<file path="src/rtl/matrix_sequencer.sv">
// Stream front/back end for the 4x4 matrix ALU: it collects a command and its operands,
// runs one ALU evaluation, then streams the 16 result words back out.
module matrix_sequencer #(
    parameter int WORD_W = 16,
    parameter int ELEMS  = 16
) (
    input  logic                      clk,
    input  logic                      rst,
    input  logic                      in_valid,
    output logic                      in_ready,
    input  logic [WORD_W-1:0]         in_data,
    output logic                      out_valid,
    input  logic                      out_ready,
    output logic [WORD_W-1:0]         out_data,
    output logic                      out_last,
    output logic                      busy,
    output logic [WORD_W*ELEMS-1:0]   alu_a,
    output logic [WORD_W*ELEMS-1:0]   alu_b,
    output logic [3:0]                alu_op,
    input  logic [WORD_W*ELEMS-1:0]   alu_c
);

    localparam logic [2:0] S_IDLE   = 3'd0;
    localparam logic [2:0] S_LOAD_A = 3'd1;
    localparam logic [2:0] S_LOAD_B = 3'd2;
    localparam logic [2:0] S_EXEC   = 3'd3;
    localparam logic [2:0] S_DRAIN  = 3'd4;

    logic [2:0]                state;
    logic [3:0]                cnt;
    logic [3:0]                op;
    logic [WORD_W*ELEMS-1:0]   mat_a;
    logic [WORD_W*ELEMS-1:0]   mat_b;
    logic [WORD_W*ELEMS-1:0]   result;
    logic                      drain_valid;
    logic                      in_xfer;
    logic                      out_xfer;

    function automatic logic is_unary(input logic [3:0] code);
        return (code == 4'd5) || (code == 4'd9) || (code == 4'd10) ||
               (code == 4'd11) || (code == 4'd12);
    endfunction

    assign in_ready  = (state == S_IDLE) || (state == S_LOAD_A) || (state == S_LOAD_B);
    assign in_xfer   = in_valid && in_ready;
    assign out_valid = drain_valid;
    assign out_xfer  = drain_valid && out_ready;
    assign out_last  = drain_valid && (cnt == 4'hF);
    assign out_data  = drain_valid ? result[cnt*WORD_W +: WORD_W] : '0;
    assign busy      = (state != S_IDLE);
    assign alu_a     = mat_a;
    assign alu_b     = mat_b;
    assign alu_op    = op;

    // The first DRAIN cycle only lets the freshly captured result settle; words are
    // offered from the second DRAIN cycle on, two edges after the last operand.
    always_ff @(posedge clk) begin
        if (!rst) begin
            state       <= S_IDLE;
            cnt         <= '0;
            op          <= '0;
            mat_a       <= '0;
            mat_b       <= '0;
            result      <= '0;
            drain_valid <= 1'b0;
        end else begin
            case (state)
                S_IDLE: begin
                    drain_valid <= 1'b0;
                    if (in_xfer) begin
                        op    <= in_data[3:0];
                        mat_a <= '0;
                        mat_b <= '0;
                        cnt   <= '0;
                        state <= S_LOAD_A;
                    end
                end
                S_LOAD_A: begin
                    if (in_xfer) begin
                        mat_a[cnt*WORD_W +: WORD_W] <= in_data;
                        cnt <= cnt + 4'd1;
                        if (cnt == 4'hF) begin
                            state <= is_unary(op) ? S_EXEC : S_LOAD_B;
                        end
                    end
                end
                S_LOAD_B: begin
                    if (in_xfer) begin
                        mat_b[cnt*WORD_W +: WORD_W] <= in_data;
                        cnt <= cnt + 4'd1;
                        if (cnt == 4'hF) begin
                            state <= S_EXEC;
                        end
                    end
                end
                S_EXEC: begin
                    result      <= alu_c;
                    drain_valid <= 1'b0;
                    state       <= S_DRAIN;
                end
                S_DRAIN: begin
                    drain_valid <= 1'b1;
                    if (out_xfer) begin
                        cnt <= cnt + 4'd1;
                        if (cnt == 4'hF) begin
                            drain_valid <= 1'b0;
                            state       <= S_IDLE;
                        end
                    end
                end
                default: begin
                    state       <= S_IDLE;
                    cnt         <= '0;
                    drain_valid <= 1'b0;
                end
            endcase
        end
    end

endmodule

</file>
<file path="config.mk">
export PLATFORM = sky130hd
export DESIGN_NAME = matrix_sequencer
export DESIGN_NICKNAME = d
export VERILOG_FILES = /design/src/rtl/matrix_sequencer.sv
export SDC_FILE = /design/constraint.sdc
export NUM_CORES = 2
export LEC_CHECK = 0
export ABC_AREA = 1
export CORE_AREA = 3 3 318 320
export DETAILED_ROUTE_END_ITERATION = 10
export DIE_AREA = 0 0 321 323
export GPL_ROUTABILITY_DRIVEN = 0
export GPL_TIMING_DRIVEN = 0
export SYNTH_ARGS = -nofsm -noshare
export SYNTH_HDL_FRONTEND = slang
export SYNTH_SLANG_ARGS = --single-unit
</file>
<file path="constraint.sdc">
create_clock -name clk -period 4.1 [get_ports clk]
set_input_delay 1.23 -clock clk [delete_from_list [all_inputs] [get_ports clk]]
set_output_delay 1.23 -clock clk [all_outputs]
set_load 0.05 [all_outputs]
</file>
==> flow_summary.json <==
{
  "start_kind": "flop",
  "drt_iter0_drc": 3802,
  "yosysSeqAreaShare_pct": 47.49,
  "status": "finished with violations",
  "cp_common_cell": "clkbuf_4",
  "drive_gt1_share_pct": 7.898,
  "violations": "max-capacitance violations, max-slew violations",
  "rows": 115,
  "io_buffers": 810,
  "timing.setup.tns_ns": 0,
  "cp_max_fo": 10,
  "fin_hold_ws_ns": 0.4614,
  "peakVddDrop_uv": 279.8,
  "ys_types": 39,
  "crit_chain": "clkbuf_4 > clkbuf_4 > o21ai_0 > o22ai_1 > o211ai_1 > a21oi_2 > buf_4",
  "synth_largest_area_cell": "dfxtp_1",
  "fill_cells": 10146,
  "fin_crit_sh_pct": 98.77,
  "detail_route.first_pass.iterations": 9,
  "die_x_um": 321,
  "grt_setup_unrepaired": "false",
  "ant_nets": 0,
  "synth.avg_cell_area_um2": 7.194,
  "critical_path_class": "reg -> out",
  "placed_cell_area_um2": 42610,
  "crit_required_ns": 2.87,
  "synth.area.top_cells": "dfxtp_1 47%, nor2_1 13%, o21ai_0 8.8%",
  "post_drt_via_cell_ratio": 5.384,
  "worstPathArrival_ns": 2.82,
  "cts.sinks": 780,
  "drc": 0,
  "grt_max_degree": 14,
  "dpl.cell_count": 6667,
  "clk_latency_ns": 0.67,
  "die-area_um2": 103700,
  "dp_hpwl_mm": 132.5,
  "areaGrowthSynthToFinish_pct": 40.05,
  "power_density_nw_per_um2": 673.8,
  "grt_overflow_total": 0,
  "finalMaxSlewViolations": 9,
  "ctsHtreeMaxLevel": 3,
  "track_usage_pct": 31.26,
  "hp-class": "reg -> reg",
  "num_vias": 36891,
  "tightest_slew_ns": 1.519,
  "final_cell_mix": "1108 x nor2_1, 793 x clkdlybuf4s50_1, 777 x dfxtp_1",
  "cpMaxStageDelayCell": "dfxtp_4",
  "cts_tree": "done",
  "cts_root_buf": "clkbuf_16",
  "syn-num-nets": 4852,
  "nNetsFinal": 5758,
  "synth-seq-cells": 780,
  "max_slew_margin_pct": -1.634,
  "layout_commonest_cell": "nor2_1",
  "end_kind": "primary output",
  "reg2reg_from": "cnt[3]",
  "p_leak_nw": 17.48,
  "finClkSkew_ns": 0.03683,
  "crit_family": "compound AO/OA/AOI/OAI gates",
  "max-clock-path-buffers": 3,
  "wl_per_cell_um": 24.77,
  "fin_area_um2": 46050,
  "routed_wl_mm": 169.7,
  "grt_pass1_vias": 34456,
  "stdcell_count": 6852,
  "synth_area_um2": 32880,
  "hold_viol_final": 0,
  "r2r_slack_ns": 0.32,
  "setup_viol": 0,
  "holdPathEnd": "alu_a[228]",
  "die_y_um": 323,
  "max_freq_mhz": 246.9,
  "antenna_found_initial": 21,
  "yosys_warnings": 0,
  "finalCriticalPeriod_ns": 4.050,
  "synth_top_cell_area_share_pct": 47.49,
  "cts_buffers": 87,
  "cp.buffers_inverters": 3,
  "grt_pass1_wl_mm": 238.7,
  "max_cap_viol_count": 1,
  "coreArea_um2": 98420,
  "cp_slowest_stage_delay_ns": 0.44,
  "ctsHoldBuffers": 0,
  "syn_inst": 4570,
  "start_util_pct": 33.41,
  "hold_depth": 2,
  "clk_pin_slew_ns": 0.06,
  "hold_path.startpoint": "alu_a[228]",
  "rr_worst_depth": 10,
  "io_pins": 812,
  "r2r_end": "alu_b[178]"
}
==> power by group <==
part	internal [W]	total [W]	switching, W
logic	0.00354	0.0130	0.00942
clock network	0.00492	0.00832	0.00340
registers	0.00886	0.00975	0.000893
total	0.0173	0.0310	0.0137
==> cell type report <==
cell class              instances  area, um^2  area share, %
clock buffers                 124        2600          5.646
well taps                    1287        1610          3.497
repair buffers                819        8138          17.67
multi-input cells            3249       15200          33.00
diodes                         19       47.55         0.1033
plain buffers                 393        1868          4.057
inverters                     146       554.3          1.204
flip-flops and latches        780       15620          33.93
clock inverters                35       407.9         0.8858
==> layer usage <==
metal | share of wire [%] | routed length (um) | track usage, % | up-vias
met5 | 0.042 | 72 | 0 | -
met4 | 7.1 | 12130 | 20.21 | 10
met3 | 8.8 | 15020 | 7.483 | 443
met2 | 46 | 77770 | 51.51 | 1885
met1 | 38 | 64760 | 36.51 | 17431
li1 | - | - | - | 17122
==> state kept, by name (all words and copies together), names as in the netlist <==
register / flops
alu_b: 256
state: 3
out_valid: 1
cnt: 4
alu_a: 256
alu_op: 4
result: 256
==> timing repair <==
action | CTS | global route
endpoints found under the setup margin | 346 | 20
endpoints found under the hold margin | 0 | 0
pin swaps | 14 | 4
gates resized for setup | 220 | 19
buffers inserted | 9 | 0
==> cell families (layout without fill, tap and decap cells) <==
kind of cell               after synthesis  count (layout)  synth area share (%)
AOI/OAI and AO/OA                     1110            1110                 18.42
xor gates and xnor gates                 1               1               0.02664
adders and majority gates                6               6                0.2283
buffers and inverters                  541            1517                 6.812
DFF                                    780             780                 47.49
other                                    0              19                     0
and+or+nand+nor                       2132            2132                 27.02
==> worst max-delay path by stage <==
stage	from	to	cells past startpoint
finish	cnt[1]	out_data[6]	7
global route	cnt[1]	out_data[6]	7
CTS	cnt[2]	out_data[13]	9
detailed placement	cnt[0]	out_data[8]	10
global placement	cnt[0]	out_data[8]	10
floorplan	cnt[0]	out_data[10]	9
==> per-stage QoR <==
stage | total power (W) | utilization (%) | setup WS [ns]
floorplan | 0.01739 | - | 0.5398
global placement | 0.02241 | 43.28 | -1.172
detailed placement | 0.02247 | 43.29 | -1.203
CTS | 0.03092 | 46.76 | 0.0001099
global route | 0.03221 | 46.78 | 0.003249
finish | 0.03103 | 46.79 | 0.05044
==> synth_stat cells <==
| cell type | n |
|---|---|
| nand2_4 | 1 |
| inv_2 | 16 |
| dfxtp_1 | 780 |
| a211oi_1 | 69 |
| a22o_1 | 4 |
| o21ai_2 | 8 |
| a211oi_2 | 10 |
| nand2_2 | 7 |
| a31oi_4 | 2 |
| nand2_1 | 535 |
| ha_1 | 6 |
| buf_4 | 15 |
| o22ai_1 | 31 |
| xor2_1 | 1 |
| nor2_4 | 7 |
| nor2_2 | 5 |
| o21ai_1 | 5 |
| nor3_4 | 1 |
| inv_1 | 127 |
| buf_1 | 15 |
| nor3_2 | 6 |
| o211ai_1 | 29 |
| a21oi_2 | 5 |
| clkinv_1 | 3 |
| nand3_1 | 305 |
| o221ai_1 | 3 |
| nand3_2 | 2 |
| nor2_1 | 1109 |
| or2_2 | 1 |
| o21ai_0 | 581 |
| nand4_1 | 116 |
| a31oi_1 | 9 |
| a21oi_4 | 2 |
| buf_6 | 2 |
| a21oi_1 | 352 |
| nand4_2 | 1 |
| buf_2 | 110 |
| clkbuf_1 | 253 |
| nor3_1 | 36 |
==> worst register-to-register path: cells and delay by family, from the launching register on <==
kind	cells	cell delay [ns]
AO/OA/AOI/OAI	1	0.19
adder cells (fa/ha/maj)	1	0.48
buffers and inverters	6	2.28
flip-flops	1	0.35
AND/OR/NAND/NOR	2	0.40
No activity file was read; power rests on OpenSTA's default activity.
